`src/rtl/if_id_stage.sv`:
```
// if_id_stage: IF/ID pipeline register with immediate-format decode, stall/flush and post-reset imem warm-up
module if_id_stage #(
  parameter logic [31:0] PC_RESET     = 32'h0000_2000,
  parameter int          IMEM_LATENCY = 1
) (
  input  logic        Clock,
  input  logic        Reset,
  input  logic [31:0] imem_dout,
  input  logic [31:0] fetch_pc,
  input  logic        fetch_valid,
  input  logic        stall,
  input  logic        flush,
  output logic [31:0] inst,
  output logic [31:0] pc,
  output logic        valid,
  output logic [2:0]  ImmSel,
  output logic        illegal
);
  localparam logic [31:0] NOP = 32'h0000_0013;
  localparam logic [2:0]  LAT = 3'(IMEM_LATENCY);
  typedef enum logic {WARM, RUN} state_t;
  state_t      state_q, state_d;
  logic [2:0]  cnt_q, cnt_d;
  logic [31:0] inst_q, inst_d, pc_q, pc_d;
  logic        valid_q, valid_d, ill_q, ill_d, dec_ill;
  logic [2:0]  sel_q, sel_d, dec_sel;
  logic [6:0]  op;
  logic [2:0]  f3;
  assign op = imem_dout[6:0];
  assign f3 = imem_dout[14:12];
  always_comb begin
    dec_sel = 3'b000;
    dec_ill = 1'b0;
    case (op)
      7'b0010011, 7'b0000011, 7'b1100111, 7'b0110011: dec_sel = 3'b000;
      7'b1110011: dec_sel = f3[2] && f3 != 3'b100 ? 3'b101 : 3'b000;
      7'b0100011: dec_sel = 3'b001;
      7'b1100011: dec_sel = 3'b010;
      7'b0110111, 7'b0010111: dec_sel = 3'b011;
      7'b1101111: dec_sel = 3'b100;
      default: dec_ill = 1'b1;
    endcase
  end
  always_comb begin
    state_d = state_q;
    cnt_d   = cnt_q;
    inst_d  = inst_q;
    pc_d    = pc_q;
    valid_d = valid_q;
    sel_d   = sel_q;
    ill_d   = ill_q;
    if (state_q == WARM) begin
      cnt_d   = cnt_q + 3'd1;
      state_d = cnt_d == LAT ? RUN : WARM;
      inst_d  = NOP;
      valid_d = 1'b0;
      sel_d   = 3'b000;
      ill_d   = 1'b0;
    end else if (flush) begin
      inst_d  = NOP;
      pc_d    = fetch_pc;
      valid_d = 1'b0;
      sel_d   = 3'b000;
      ill_d   = 1'b0;
    end else if (!stall) begin
      inst_d  = fetch_valid ? imem_dout : NOP;
      pc_d    = fetch_pc;
      valid_d = fetch_valid;
      sel_d   = fetch_valid && !dec_ill ? dec_sel : 3'b000;
      ill_d   = fetch_valid && dec_ill;
    end
  end
  always_ff @(posedge Clock) begin
    if (Reset) begin
      state_q <= WARM;
      cnt_q   <= 3'd0;
      inst_q  <= NOP;
      pc_q    <= PC_RESET;
      valid_q <= 1'b0;
      sel_q   <= 3'b000;
      ill_q   <= 1'b0;
    end else begin
      state_q <= state_d;
      cnt_q   <= cnt_d;
      inst_q  <= inst_d;
      pc_q    <= pc_d;
      valid_q <= valid_d;
      sel_q   <= sel_d;
      ill_q   <= ill_d;
    end
  end
  assign inst    = inst_q;
  assign pc      = pc_q;
  assign valid   = valid_q;
  assign ImmSel  = sel_q;
  assign illegal = ill_q;
endmodule

```
`config.mk`:
```
export PLATFORM = sky130hd
export DESIGN_NAME = if_id_stage
export DESIGN_NICKNAME = d
export VERILOG_FILES = /design/src/rtl/if_id_stage.sv
export SDC_FILE = /design/constraint.sdc
export NUM_CORES = 1
export LEC_CHECK = 0
export CAP_MARGIN = 20
export CORE_ASPECT_RATIO = 1.25
export CORE_UTILIZATION = 42
export DETAILED_ROUTE_END_ITERATION = 10
export GPL_TIMING_DRIVEN = 0
export HOLD_SLACK_MARGIN = 0.05
export MAX_ROUTING_LAYER = met4
export PLACE_DENSITY_LB_ADDON = 0.2
export SETUP_SLACK_MARGIN = 0.4
export SYNTH_ARGS = -nofsm -noshare
export SYNTH_HDL_FRONTEND = slang
export SYNTH_SLANG_ARGS = --single-unit
```
`constraint.sdc`:
```
create_clock -name Clock -period 1.8 [get_ports Clock]
set_input_delay 0.45 -clock Clock [delete_from_list [all_inputs] [get_ports Clock]]
set_output_delay 0.45 -clock Clock [all_outputs]
set_load 0.05 [all_outputs]
```
# [Word-level counts from Yosys, hierarchy flattened]
# Cells that the tools add are included.
[totals] ff_bits=73 inputBits=69 elab_cells=38
[classes] addsub=1 n_bitwise=1 n_eq_ne=13 n_reduce_logical=7 muxes=9
[ops] op="32-bit two-way mux" n=3
[ops] op="7-bit equality test (second input constant)" n=4
[ops] op="7-bit by 6-bit equality test with 1-bit output (second input constant)" n=3
[ops] op="3-bit case mux with 5 select lines" n=1
[ops] op="7-bit by 5-bit equality test with 1-bit output (second input constant)" n=2
[ops] op="10-bit OR reduction" n=1
[ops] op="7-bit by 2-bit equality test with 1-bit output (second input constant)" n=1
[ops] op="3-bit two-way mux" n=2
[ops] op="3-bit by 1-bit adder with 3-bit output (second input constant)" n=1
[ops] op="3-bit by 1-bit equality test with 1-bit output (second input constant)" n=1
[ops] op="1-bit logical AND" n=3
[ops] op="1-bit two-way mux" n=3
[ops] op="3-bit inequality test (second input constant)" n=1
[ops] op="3-bit OR reduction" n=1
[ops] op="2-bit by 1-bit inequality test with 1-bit output (second input constant)" n=1
[ops] op="2-bit AND reduction" n=1
[ops] op="2-bit OR reduction" n=1
[ops] op="1-bit inverter" n=1

# [Logic depth before layout (Yosys ltp)]
# Gate-level depths: netlist (run 1).
[depth] depth_word=5 mapped_depth=6 ltp_nobuf=4

# [Worst setup path after synthesis (run 1)]
# OpenSTA, ideal clock, no wires.
[synth_timing] kind="input-to-reg" from="input stall" to="register sel_q[0] (netlist: ImmSel[0])" setup_slack_ps=478 setup_time_ps=84 path_stages=5 n_path_buf=1 arrival_ps=1237 required_time_ps=1716 path_cell_list="buf_4 > nand2b_1 > nor3_2 > nand2_2 > o31ai_2"
[synth_lines] element="from (decl)" line="11" rtl="input logic stall,"
[synth_lines] element="to (signal assigned)" line="88" rtl="sel_q <= sel_d;"
[synth_lines] element="to (decl)" line="26" rtl="logic [2:0] sel_q, sel_d, dec_sel;"

# [Worst setup path after layout (run 1)]
[layout_timing] from="register inst_q[5] (netlist: inst[5])" to="output inst[5]"
[layout_lines] element="from (decl)" line="24" rtl="logic [31:0] inst_q, inst_d, pc_q, pc_d;"
[layout_lines] element="from (signal assigned)" line="85" rtl="inst_q <= inst_d;"
[layout_lines] element="to (decl)" line="13" rtl="output logic [31:0] inst,"
# No word-level cell between the ends.

==> report_table.html, run 1 <==
<table>
<tr><th>Metric</th><th>Value</th></tr>
<tr><th colspan="2">Critical path</th></tr>
<tr><td>Cell family contributing the most delay on the critical path</td><td>flip-flops</td></tr>
<tr><td>Slowest stage cell, crit path</td><td>dfxtp_1</td></tr>
<tr><td>Data required time at the worst endpoint</td><td>1.35 ns</td></tr>
<tr><td>Worst setup path startpoint</td><td>inst[5]$_SDFFE_PP0N_</td></tr>
<tr><td>Crit path launch type</td><td>flop</td></tr>
<tr><td>Worst Path Max Fanout</td><td>2</td></tr>
<tr><td>Data arrival, critical path</td><td>0.92 ns</td></tr>
<tr><td>Reg-to-Reg Start</td><td>state_q$_SDFF_PP0_</td></tr>
<tr><td>Crit end category</td><td>output pin</td></tr>
<tr><td>Class of the most critical setup path</td><td>flop to output pin</td></tr>
<tr><td>Buffering stage count on the worst path with inverters included</td><td>1</td></tr>
<tr><td>Worst path cell trace</td><td>buf_2</td></tr>
<tr><td>Max stage delay on crit path</td><td>0.33 ns</td></tr>
<tr><th colspan="2">Layout</th></tr>
<tr><td>Final antenna diode count</td><td>0</td></tr>
<tr><td>Commonest non-fill, non-tap cell in the layout</td><td>dfxtp_1</td></tr>
<tr><td>Leading cell types in the layout, fill and taps excluded</td><td>73 x dfxtp_1, 72 x nand2_1, 60 x clkdlybuf4s50_1</td></tr>
<tr><td>Proportion of layout cells with a drive suffix above 1</td><td>24.3%</td></tr>
<tr><td>Cell area after layout</td><td>0.00421 mm^2</td></tr>
<tr><td>Final net count</td><td>522</td></tr>
<tr><td>Synth-to-Final Area Change</td><td>59.3%</td></tr>
<tr><td>Core occupancy in the finished layout</td><td>71.0%</td></tr>
<tr><th colspan="2">Synth</th></tr>
<tr><td>Commonest register cell after synthesis</td><td>dfxtp_1</td></tr>
<tr><td>Main area contributors after synthesis</td><td>dfxtp_1 55%, nand2_1 10%, a22oi_1 8.5%</td></tr>
<tr><td>Synth cell types</td><td>34</td></tr>
<tr><td>Mean area per synthesized cell</td><td>8.67 um^2</td></tr>
<tr><td>Count of warnings emitted by yosys</td><td>0</td></tr>
<tr><td>Top cell type's share of synthesized area</td><td>55.3%</td></tr>
<tr><td>Leading area contributor after synthesis</td><td>dfxtp_1</td></tr>
<tr><td>Share of flip-flops with an asynchronous set or reset after synthesis</td><td>0%</td></tr>
<tr><td>Gate count of the mapped netlist</td><td>305</td></tr>
<tr><td>Post-synthesis instance area</td><td>0.00265 mm^2</td></tr>
<tr><td>Post-synthesis net count</td><td>376</td></tr>
<tr><td>Number of flops mapped to enable cells by yosys</td><td>0</td></tr>
<tr><td>Register area share after synthesis</td><td>55.3%</td></tr>
<tr><td>Synthesis-stage register bit count</td><td>73</td></tr>
<tr><th colspan="2">CTS</th></tr>
<tr><td>Worst-skew pair later-pin latency</td><td>0.34 ns</td></tr>
<tr><td>H-tree Lvls</td><td>3</td></tr>
<tr><td>TritonCTS clock tree</td><td>built</td></tr>
<tr><td>Reg clk slew, reported paths</td><td>0.08 ns</td></tr>
<tr><td>Number of clock sinks</td><td>73</td></tr>
<tr><td>Number of buffers inserted during clock tree synthesis</td><td>9</td></tr>
<tr><td>Number of buffers on the longest clock path</td><td>2</td></tr>
<tr><td>Root Buffer Master</td><td>clkbuf_8</td></tr>
<tr><th colspan="2">Hold path</th></tr>
<tr><td>Worst hold-check path type</td><td>input pin to flop</td></tr>
<tr><td>Worst min-delay path startpoint</td><td>Reset</td></tr>
<tr><th colspan="2">Timing</th></tr>
<tr><td>Number of setup violations in the final report</td><td>0</td></tr>
<tr><td>Slew Limit Fails</td><td>0</td></tr>
<tr><td>Min Clock Period, post-route</td><td>1.37 ns</td></tr>
<tr><td>Hold Worst Slack</td><td>0.405 ns</td></tr>
<tr><td>Slew headroom</td><td>70.0%</td></tr>
<tr><td>Total negative slack</td><td>0 ns</td></tr>
<tr><td>Final clock period utilization by the worst path</td><td>76.2%</td></tr>
<tr><td>Max Clk Rate</td><td>0.729 GHz</td></tr>
<tr><td>Hold violation count in the final report</td><td>0</td></tr>
<tr><td>Setup repair after global routing missed its margin</td><td>yes</td></tr>
<tr><td>Worst Max-Slew Pin Slew</td><td>0.449 ns</td></tr>
<tr><td>Post-Route Skew</td><td>0.00535 ns</td></tr>
<tr><th colspan="2">Place</th></tr>
<tr><td>Final RePlAce weighted congestion</td><td>0.731</td></tr>
<tr><td>DPL Wire Length</td><td>5230 um</td></tr>
<tr><td>Number of buffers inserted by port buffering</td><td>135</td></tr>
<tr><td>Standard cell area after detailed placement</td><td>0.00410 mm^2</td></tr>
<tr><th colspan="2">Routing</th></tr>
<tr><td>Antenna violation net count after detailed routing</td><td>0</td></tr>
<tr><td>Per-cell routed wire length</td><td>13.2 um</td></tr>
<tr><td>Via count</td><td>2,661</td></tr>
<tr><td>Aggregate routed wire length</td><td>7080 um</td></tr>
<tr><td>Length of the first detailed-routing pass in iterations</td><td>4</td></tr>
<tr><td>Violation count after the first detailed-route iteration</td><td>105</td></tr>
<tr><td>Via/cell ratio</td><td>4.95</td></tr>
<tr><td>Remaining routing DRC violations</td><td>0</td></tr>
<tr><th colspan="2">Floorplan</th></tr>
<tr><td>Floorplan die width</td><td>73.0 um</td></tr>
<tr><td>Row count</td><td>31</td></tr>
<tr><td>Starting Density</td><td>44.6%</td></tr>
<tr><td>IO Count</td><td>138</td></tr>
<tr><td>Die Outline Area</td><td>0.00662 mm^2</td></tr>
<tr><td>Core outline area</td><td>0.00593 mm^2</td></tr>
<tr><td>Vertical die dimension</td><td>90.7 um</td></tr>
<tr><th colspan="2">Global routing</th></tr>
<tr><td>First-pass GRT wire length</td><td>11,400 um</td></tr>
<tr><td>Initial antenna violation count</td><td>0</td></tr>
<tr><td>Largest net degree at the start of global routing</td><td>13</td></tr>
<tr><td>Overflow left after global routing</td><td>0</td></tr>
<tr><td>Total routing resource utilization after global routing</td><td>22.5%</td></tr>
<tr><td>Met1 usage in global routing</td><td>24.2%</td></tr>
<tr><td>Busiest metal layer after global routing</td><td>met2</td></tr>
<tr><td>Met3 Usage GRT</td><td>5.80%</td></tr>
<tr><td>GRT met2 Usage</td><td>38.4%</td></tr>
<tr><td>Via count of the first global-routing pass</td><td>2,541</td></tr>
<tr><th colspan="2">Power</th></tr>
<tr><td>Leakage power</td><td>1.70 nW</td></tr>
<tr><td>Maximum vdd ir drop</td><td>0.000593 V</td></tr>
<tr><td>P per Cell Area</td><td>1110 mW/mm^2</td></tr>
<tr><td>Power after layout</td><td>4.68 mW</td></tr>
<tr><th colspan="2">Run status</th></tr>
<tr><td>Result of the run</td><td>finished clean</td></tr>
<tr><th colspan="2">Run</th></tr>
<tr><td>Maximum Capacitance Violations</td><td>0</td></tr>
</table>
what timing repair did:
item,4_1_cts,5_1_grt
hold buffers,0,0
endpoints found under the setup margin,101,114
setup buffers,0,0
pin swaps,1,1
resized for setup,362,91
through the flow:
stage,instances,worst slack (ns)
final,538,0.428
after global routing,538,0.368
after CTS,538,0.278
after detailed placement,522,-0.129
after global placement,522,-0.103
after floorplan,305,0.478
layer usage:
metal | part of all wire (%) | vias up | routed length, um
met5 | 0 | - | 0
met4 | 2.1 | 0 | 148
met3 | 7.1 | 15 | 500
met2 | 50 | 114 | 3570
met1 | 40 | 1205 | 2860
li1 | - | 1327 | -
cell type report:
| class | count | area (um^2) |
|---|---|---|
| Multi-Input combinational cell | 208 | 1100 |
| Clock buffer | 11 | 141 |
| Tap cell | 82 | 103 |
| Buffer | 21 | 125 |
| Inverter | 3 | 11.3 |
| Fill cell | 519 | 1720 |
| Timing Repair Buffer | 135 | 1170 |
| Sequential cell | 73 | 1460 |
| Clock inverter | 5 | 103 |
cells by family after synthesis:
kind of cell / after synthesis / synth area share [%]
AND/OR/NAND/NOR: 126 / 20.1
flip-flops: 73 / 55.3
multiplexers: 1 / 0.378
adder cells (fa/ha/maj): 2 / 0.946
XOR/XNOR: 3 / 0.994
buffers and inverters: 24 / 3.93
AO/OA/AOI/OAI: 76 / 18.4
path summary, 6_finish.rpt:
path,to,slack [ns],depth (start not counted)
min,pc[30]$_SDFFE_PP0P_,0.40,2
min reg2reg,pc[12]$_SDFFE_PP0P_,0.45,2
max reg2reg,pc[20]$_SDFFE_PP0P_,0.56,5
max,inst[5],0.43,1
cell usage after synthesis, drive strengths merged (3+ instances only):
cell type,count
a21oi,36
a22oi,30
buf,10
clkbuf,11
dfxtp,73
inv,3
nand2,74
nor2,37
nor2b,3
nor3,3
o21ai,3
o22ai,3
power breakdown:
part | internal, mW | switching [mW] | leakage (nW) | total (mW)
registers | 1.76 | 0.0730 | 0.594 | 1.83
clock network | 0.957 | 0.591 | 0.120 | 1.55
logic | 0.472 | 0.831 | 0.986 | 1.30
flip-flops by register name, summed over array words and instances, names as in the netlist:
name	cells
ImmSel	3
pc	32
inst	32
cnt_q	3
state_q	1
illegal	1
valid	1
Note: power is estimated with default switching activity, not from simulation.
==> run 2, diff against run 1 <==
Settings changed: CORE_UTILIZATION 42 to 39.
Clock period 1.8 ns to 1.4 ns, I/O delays scaled along.
==> run 2 against run 1 <==
Compared with the run above:
- power up 43%
- global-route usage grew 0.95 points
- clock skew about the same
- die area increased by 7.5%
- worst hold slack got worse by 0.15 ns
- clock power up 3%
- critical path depth unchanged
- non-clock buffer count rose by 18
- critical path type unchanged
- largest cell class is now non-clock buffers
- largest power group is now combinational logic
==> report_table.html, run 2 (synthesis results as in run 1) <==
<table>
<tr><th>Metric</th><th>Value</th></tr>
<tr><th colspan="2">Routing</th></tr>
<tr><td>Aggregate routed wire length</td><td>9500 um</td></tr>
<tr><td>Violation count after the first detailed-route iteration</td><td>92</td></tr>
<tr><td>Via/cell ratio</td><td>5.13</td></tr>
<tr><td>Antenna violation net count after detailed routing</td><td>0</td></tr>
<tr><td>Via count</td><td>2,870</td></tr>
<tr><td>Remaining routing DRC violations</td><td>0</td></tr>
<tr><td>Per-cell routed wire length</td><td>17.0 um</td></tr>
<tr><td>Length of the first detailed-routing pass in iterations</td><td>4</td></tr>
<tr><th colspan="2">Power</th></tr>
<tr><td>Leakage power</td><td>2.14 nW</td></tr>
<tr><td>Pint</td><td>4.34 mW</td></tr>
<tr><td>Proportion of power drawn by flip-flops and latches</td><td>37.3%</td></tr>
<tr><td>Relative contribution of combinational cells to total power</td><td>39.1%</td></tr>
<tr><td>Switching power total</td><td>2.37 mW</td></tr>
<tr><td>P per Cell Area</td><td>1220 mW/mm^2</td></tr>
<tr><td>Power share of the clock group</td><td>23.6%</td></tr>
<tr><td>Maximum vdd ir drop</td><td>0.000902 V</td></tr>
<tr><td>Switch share</td><td>35.3%</td></tr>
<tr><th colspan="2">Floorplan</th></tr>
<tr><td>Starting Density</td><td>40.3%</td></tr>
<tr><td>IO Count</td><td>138</td></tr>
<tr><td>Floorplan die width</td><td>75.7 um</td></tr>
<tr><td>Core outline area</td><td>0.00657 mm^2</td></tr>
<tr><td>Die Outline Area</td><td>0.00712 mm^2</td></tr>
<tr><td>Row count</td><td>33</td></tr>
<tr><td>Vertical die dimension</td><td>94.1 um</td></tr>
<tr><th colspan="2">Critical path</th></tr>
<tr><td>Crit end category</td><td>output pin</td></tr>
<tr><td>Worst path cell trace</td><td>buf_8</td></tr>
<tr><td>Crit path launch type</td><td>flop</td></tr>
<tr><td>Reg-to-Reg Start</td><td>state_q$_SDFF_PP0_</td></tr>
<tr><td>Worst Path Max Fanout</td><td>2</td></tr>
<tr><td>R2r endpoint</td><td>pc[24]$_SDFFE_PP0P_</td></tr>
<tr><td>Slowest stage cell, crit path</td><td>dfxtp_2</td></tr>
<tr><td>Worst reg2reg path depth</td><td>5</td></tr>
<tr><td>Data required time at the worst endpoint</td><td>1.05 ns</td></tr>
<tr><td>Setup slack of the worst register-to-register path</td><td>0.30 ns</td></tr>
<tr><td>Data arrival, critical path</td><td>0.86 ns</td></tr>
<tr><td>Max stage delay on crit path</td><td>0.36 ns</td></tr>
<tr><td>Buffering stage count on the worst path with inverters included</td><td>1</td></tr>
<tr><td>Cell family contributing the most delay on the critical path</td><td>flip-flops</td></tr>
<tr><td>Class of the most critical setup path</td><td>flop to output pin</td></tr>
<tr><th colspan="2">Hold path</th></tr>
<tr><td>End point of the worst hold path</td><td>inst[4]$_SDFFE_PP1N_</td></tr>
<tr><td>Hold path depth</td><td>3</td></tr>
<tr><td>Worst hold-check path type</td><td>input pin to flop</td></tr>
<tr><td>Worst min-delay path startpoint</td><td>imem_dout[4]</td></tr>
<tr><th colspan="2">Run status</th></tr>
<tr><td>Result of the run</td><td>finished clean</td></tr>
<tr><th colspan="2">CTS</th></tr>
<tr><td>Number of buffers on the longest clock path</td><td>2</td></tr>
<tr><td>Worst-skew pair later-pin latency</td><td>0.34 ns</td></tr>
<tr><td>Reg clk slew, reported paths</td><td>0.08 ns</td></tr>
<tr><td>Number of clock sinks</td><td>73</td></tr>
<tr><td>H-tree Lvls</td><td>3</td></tr>
<tr><td>TritonCTS clock tree</td><td>built</td></tr>
<tr><td>Number of buffers inserted during clock tree synthesis</td><td>9</td></tr>
<tr><td>Root Buffer Master</td><td>clkbuf_8</td></tr>
<tr><th colspan="2">Place</th></tr>
<tr><td>Final RePlAce weighted congestion</td><td>0.746</td></tr>
<tr><td>Number of buffers inserted by port buffering</td><td>135</td></tr>
<tr><td>DPL Wire Length</td><td>5090 um</td></tr>
<tr><td>Standard cell area after detailed placement</td><td>0.00424 mm^2</td></tr>
<tr><th colspan="2">Global routing</th></tr>
<tr><td>Overflow left after global routing</td><td>0</td></tr>
<tr><td>First-pass GRT wire length</td><td>12,100 um</td></tr>
<tr><td>Largest net degree at the start of global routing</td><td>12</td></tr>
<tr><td>Initial antenna violation count</td><td>0</td></tr>
<tr><td>Via count of the first global-routing pass</td><td>2,733</td></tr>
<tr><td>Total routing resource utilization after global routing</td><td>23.4%</td></tr>
<tr><th colspan="2">Layout</th></tr>
<tr><td>Synth-to-Final Area Change</td><td>108%</td></tr>
<tr><td>Final net count</td><td>541</td></tr>
<tr><td>Cell area after layout</td><td>0.00550 mm^2</td></tr>
<tr><td>Commonest non-fill, non-tap cell in the layout</td><td>dfxtp_2</td></tr>
<tr><td>Final antenna diode count</td><td>0</td></tr>
<tr><td>Leading cell types in the layout, fill and taps excluded</td><td>70 x dfxtp_2, 69 x buf_8, 54 x clkdlybuf4s50_1</td></tr>
<tr><td>Proportion of layout cells with a drive suffix above 1</td><td>62.6%</td></tr>
<tr><th colspan="2">Timing</th></tr>
<tr><td>Slew Limit Fails</td><td>0</td></tr>
<tr><td>Number of setup violations in the final report</td><td>0</td></tr>
<tr><td>Post-Route Skew</td><td>0.00504 ns</td></tr>
<tr><td>Hold violation count in the final report</td><td>0</td></tr>
<tr><td>Hold Worst Slack</td><td>0.259 ns</td></tr>
<tr><td>Min Clock Period, post-route</td><td>1.21 ns</td></tr>
<tr><td>Setup repair after global routing missed its margin</td><td>yes</td></tr>
<tr><td>Slew headroom</td><td>51.4%</td></tr>
<tr><td>Worst Max-Slew Pin Slew</td><td>0.729 ns</td></tr>
<tr><td>Final clock period utilization by the worst path</td><td>86.3%</td></tr>
<tr><td>Max Clk Rate</td><td>0.827 GHz</td></tr>
<tr><th colspan="2">Run</th></tr>
<tr><td>Maximum Capacitance Violations</td><td>0</td></tr>
</table>
## run 2: cell types whose count changed in the layout (fill, tap and decap cells not counted), moves of 21 or more
cell,before,now
dfxtp_1,73,1
a21oi_1,36,7
buf_6,0,21
clkbuf_4,58,0
a21oi_2,0,29
buf_8,0,69
dfxtp_2,0,70
nand2_1,72,43
## run 2: stage by stage
step                      cells  TNS, ns  worst slack, ns  util [%]  power (mW)
after floorplan             305        0            0.219         -        3.60
after global placement      527   -15.42           -0.401      64.6        4.21
after detailed placement    527   -16.89           -0.418      64.6        4.24
after CTS                   551        0            0.197      76.1        6.25
after global routing        560        0            0.160      83.7        6.97
final                       560        0            0.191      83.7        6.71
## run 2: worst min-delay path, stage by stage
cell and delay [ns]:
buf_8 0.09, o22ai_1 0.07, nand2_1 0.06
## run 2: final cells by class
cell class                      instances  area (um^2)
Clock inverter                          4         45.0
Tap cell                               87          109
Fill cell                             344         1070
Clock buffer                           10          138
Multi-Input combinational cell        209         1550
Buffer                                 21          220
Timing Repair Buffer                  153         1860
Sequential cell                        73         1560
Inverter                                3         21.3
## run 2: timing repair
| action | in CTS | in global routing |
|---|---|---|
| resized for setup | 683 | 117 |
| buffers inserted | 6 | 6 |
| cloned | 4 | 3 |
| endpoints found under the setup margin | 140 | 134 |
| pin swaps | 36 | 31 |
| hold buffers | 0 | 0 |
## run 2: routing by layer
| layer | vias to the layer above | track usage, % | share of wire, % |
|---|---|---|---|
| met5 | - | - | 0 |
| met1 | 1362 | 24.4 | 37 |
| met2 | 119 | 40.0 | 53 |
| met4 | 0 | 10.2 | 2.9 |
| li1 | 1363 | - | - |
| met3 | 26 | 7.19 | 6.3 |
## run 2: worst max-delay path by stage
| stage | from | to | cells past startpoint |
|---|---|---|---|
| floorplan | imem_dout[3] | ImmSel[0]$_SDFFE_PP0N_ | 4 |
| global placement | imem_dout[3] | illegal$_SDFFE_PP0N_ | 5 |
| detailed placement | imem_dout[4] | ImmSel[0]$_SDFFE_PP0N_ | 5 |
| CTS | pc[18]$_SDFFE_PP0P_ | pc[18] | 1 |
| global route | pc[10]$_SDFFE_PP0P_ | pc[10] | 1 |
| finish | pc[10]$_SDFFE_PP0P_ | pc[10] | 1 |
## run 2: power by group through the flow
stage | combinational, mW | clock [mW] | sequential, mW
after floorplan | 0.680 | 0 | 2.92
final | 2.62 | 1.59 | 2.50
after global placement | 1.81 | 0 | 2.40
after detailed placement | 1.83 | 0 | 2.41
after global routing | 2.75 | 1.71 | 2.52
after CTS | 2.20 | 1.60 | 2.45
==> run 3, diff against run 2 <==
Settings changed: CORE_UTILIZATION 39 to 41, CTS_BUF_LIST set to sky130_fd_sc_hd__clkbuf_8, CTS_CLUSTER_SIZE set to 30, SKIP_LAST_GASP set to 1.
==> run 3 against run 2 <==
Compared with the run above:
- worst hold slack worse by 0.0058 ns
- routed wire length increased by 10%
- setup slack got worse by 0.021 ns
- core utilization rose by 3.5 points
- critical path depth is the same
- cell count is 1.4% higher
- flip-flop and latch count unchanged
- fmax shrank 1.7%
- final area shrank 1.5%
- register-to-register slack worse by 0.06 ns
- highest routed layer unchanged
- non-clock buffer count increased by 8
==> report_table.html, run 3 (synthesis results as in run 1) <==
<table>
<tr><th>Metric</th><th>Value</th></tr>
<tr><th colspan="2">Global routing</th></tr>
<tr><td>Overflow left after global routing</td><td>0</td></tr>
<tr><td>GRT met2 Usage</td><td>49.2%</td></tr>
<tr><td>Total routing resource utilization after global routing</td><td>27.8%</td></tr>
<tr><td>Initial antenna violation count</td><td>1</td></tr>
<tr><td>Busiest metal layer after global routing</td><td>met2</td></tr>
<tr><td>Largest net degree at the start of global routing</td><td>12</td></tr>
<tr><td>First-pass GRT wire length</td><td>13,800 um</td></tr>
<tr><td>Met3 Usage GRT</td><td>6.70%</td></tr>
<tr><td>Met1 usage in global routing</td><td>26.7%</td></tr>
<tr><td>Via count of the first global-routing pass</td><td>2,968</td></tr>
<tr><th colspan="2">Power</th></tr>
<tr><td>Maximum vdd ir drop</td><td>0.00117 V</td></tr>
<tr><td>P per Cell Area</td><td>1280 mW/mm^2</td></tr>
<tr><td>Leakage power</td><td>2.15 nW</td></tr>
<tr><th colspan="2">Timing</th></tr>
<tr><td>Setup repair after global routing missed its margin</td><td>yes</td></tr>
<tr><td>Final clock period utilization by the worst path</td><td>87.8%</td></tr>
<tr><td>Worst Max-Slew Pin Slew</td><td>0.783 ns</td></tr>
<tr><td>Slew Limit Fails</td><td>0</td></tr>
<tr><td>Number of setup violations in the final report</td><td>0</td></tr>
<tr><td>Min Clock Period, post-route</td><td>1.23 ns</td></tr>
<tr><td>Post-Route Skew</td><td>0.00934 ns</td></tr>
<tr><td>Slew headroom</td><td>47.8%</td></tr>
<tr><td>Hold violation count in the final report</td><td>0</td></tr>
<tr><td>Hold Worst Slack</td><td>0.253 ns</td></tr>
<tr><td>Max Clk Rate</td><td>0.813 GHz</td></tr>
<tr><th colspan="2">Place</th></tr>
<tr><td>Number of buffers inserted by port buffering</td><td>135</td></tr>
<tr><td>Standard cell area after detailed placement</td><td>0.00424 mm^2</td></tr>
<tr><td>Final RePlAce weighted congestion</td><td>0.780</td></tr>
<tr><td>DPL Wire Length</td><td>5130 um</td></tr>
<tr><th colspan="2">Routing</th></tr>
<tr><td>Per-cell routed wire length</td><td>18.4 um</td></tr>
<tr><td>Remaining routing DRC violations</td><td>0</td></tr>
<tr><td>Via count</td><td>3,005</td></tr>
<tr><td>Antenna violation net count after detailed routing</td><td>0</td></tr>
<tr><td>Aggregate routed wire length</td><td>10,500 um</td></tr>
<tr><td>Violation count after the first detailed-route iteration</td><td>169</td></tr>
<tr><td>Via/cell ratio</td><td>5.29</td></tr>
<tr><td>Length of the first detailed-routing pass in iterations</td><td>5</td></tr>
<tr><th colspan="2">Critical path</th></tr>
<tr><td>Max stage delay on crit path</td><td>0.37 ns</td></tr>
<tr><td>Data arrival, critical path</td><td>0.88 ns</td></tr>
<tr><td>Class of the most critical setup path</td><td>flop to output pin</td></tr>
<tr><td>Cell family contributing the most delay on the critical path</td><td>flip-flops</td></tr>
<tr><td>Setup slack of the worst register-to-register path</td><td>0.24 ns</td></tr>
<tr><td>Crit end category</td><td>output pin</td></tr>
<tr><td>Slowest stage cell, crit path</td><td>dfxtp_2</td></tr>
<tr><td>Buffering stage count on the worst path with inverters included</td><td>1</td></tr>
<tr><td>Worst Path Max Fanout</td><td>2</td></tr>
<tr><td>Crit path launch type</td><td>flop</td></tr>
<tr><td>Data required time at the worst endpoint</td><td>1.05 ns</td></tr>
<tr><td>Worst path cell trace</td><td>buf_8</td></tr>
<tr><th colspan="2">CTS</th></tr>
<tr><td>Reg clk slew, reported paths</td><td>0.08 ns</td></tr>
<tr><td>Number of buffers inserted during clock tree synthesis</td><td>9</td></tr>
<tr><td>Number of buffers on the longest clock path</td><td>2</td></tr>
<tr><td>H-tree Lvls</td><td>3</td></tr>
<tr><td># hold bufs at CTS</td><td>0</td></tr>
<tr><td>Number of clock sinks</td><td>73</td></tr>
<tr><td>TritonCTS clock tree</td><td>built</td></tr>
<tr><td>Worst-skew pair later-pin latency</td><td>0.35 ns</td></tr>
<tr><td>Root Buffer Master</td><td>clkbuf_8</td></tr>
<tr><th colspan="2">Run status</th></tr>
<tr><td>Result of the run</td><td>finished clean</td></tr>
<tr><th colspan="2">Floorplan</th></tr>
<tr><td>Vertical die dimension</td><td>91.8 um</td></tr>
<tr><td>Core outline area</td><td>0.00621 mm^2</td></tr>
<tr><td>Starting Density</td><td>42.6%</td></tr>
<tr><td>Row count</td><td>32</td></tr>
<tr><td>Die Outline Area</td><td>0.00678 mm^2</td></tr>
<tr><td>IO Count</td><td>138</td></tr>
<tr><td>Floorplan die width</td><td>73.8 um</td></tr>
<tr><th colspan="2">Layout</th></tr>
<tr><td>Proportion of layout cells with a drive suffix above 1</td><td>60.0%</td></tr>
<tr><td>Synth-to-Final Area Change</td><td>105%</td></tr>
<tr><td>Final net count</td><td>548</td></tr>
<tr><td>Cell area after layout</td><td>0.00541 mm^2</td></tr>
<tr><td>Number of filler instances in the final layout</td><td>287</td></tr>
<tr><td>Commonest non-fill, non-tap cell in the layout</td><td>dfxtp_2</td></tr>
<tr><td>Leading cell types in the layout, fill and taps excluded</td><td>68 x dfxtp_2, 60 x buf_8, 54 x clkdlybuf4s50_1</td></tr>
<tr><th colspan="2">Hold path</th></tr>
<tr><td>Worst hold-check path type</td><td>input pin to flop</td></tr>
<tr><th colspan="2">Run</th></tr>
<tr><td>Maximum Capacitance Violations</td><td>0</td></tr>
</table>
## run 3: cell count changes in the layout (fill, tap and decap cells not counted), moves of 7 or more
cell     delta
buf_8       -9
buf_4       +8
nor2_1     +12
nand2_2     +7
nor2_2      -7
## run 3: per-stage QoR
stage	total power, mW	std cells	TNS [ns]	setup slack (ns)	util [%]
floorplan	3.60	305	0	0.219	-
global placement	4.21	525	-16.15	-0.409	68.2
detailed placement	4.25	525	-18.16	-0.421	68.2
CTS	6.50	555	0	0.195	82.3
global route	7.19	568	0	0.147	87.2
finish	6.95	568	0	0.170	87.2
## run 3: repair_timing
item                       4_1_cts  5_1_grt
setup endpoints to repair      141      111
resized for setup              708       56
setup buffers                    8       12
gates cloned                     6        0
pin swaps                       36       10
## run 3: per-layer routing
layer,up-vias,part of all wire [%]
li1,1375,-
met1,1458,34
met2,139,55
met3,33,6.5
met4,0,3.6
met5,-,0
## run 3: layout make-up
type / count / area [um^2] / share of cell area [%]
timing repair buffer: 161 / 1870 / 34.5
clock inverter: 4 / 42.5 / 0.786
sequential: 73 / 1560 / 28.8
multi-input combinational: 208 / 1440 / 26.7
antenna: 1 / 2.50 / 0.0462
inverter: 3 / 18.8 / 0.347
tap: 85 / 106 / 1.96
clock buffer: 12 / 165 / 3.05
buffer: 21 / 203 / 3.74
## run 3: path summary, 6_finish.rpt
check                  startpoint                    to  cells after the start
min reg2reg  illegal$_SDFFE_PP0N_  illegal$_SDFFE_PP0N_                      2
max reg2reg    state_q$_SDFF_PP0_   pc[23]$_SDFFE_PP0P_                      5
max           pc[18]$_SDFFE_PP0P_                pc[18]                      1
min                         Reset   pc[29]$_SDFFE_PP0P_                      2
## run 3: report_power, final
group          internal (mW)  leakage (nW)  switching, mW
combinational           1.22          1.41           1.48
sequential              2.32         0.624          0.195
clock                  0.955         0.115          0.789
total                   4.49          2.15           2.46
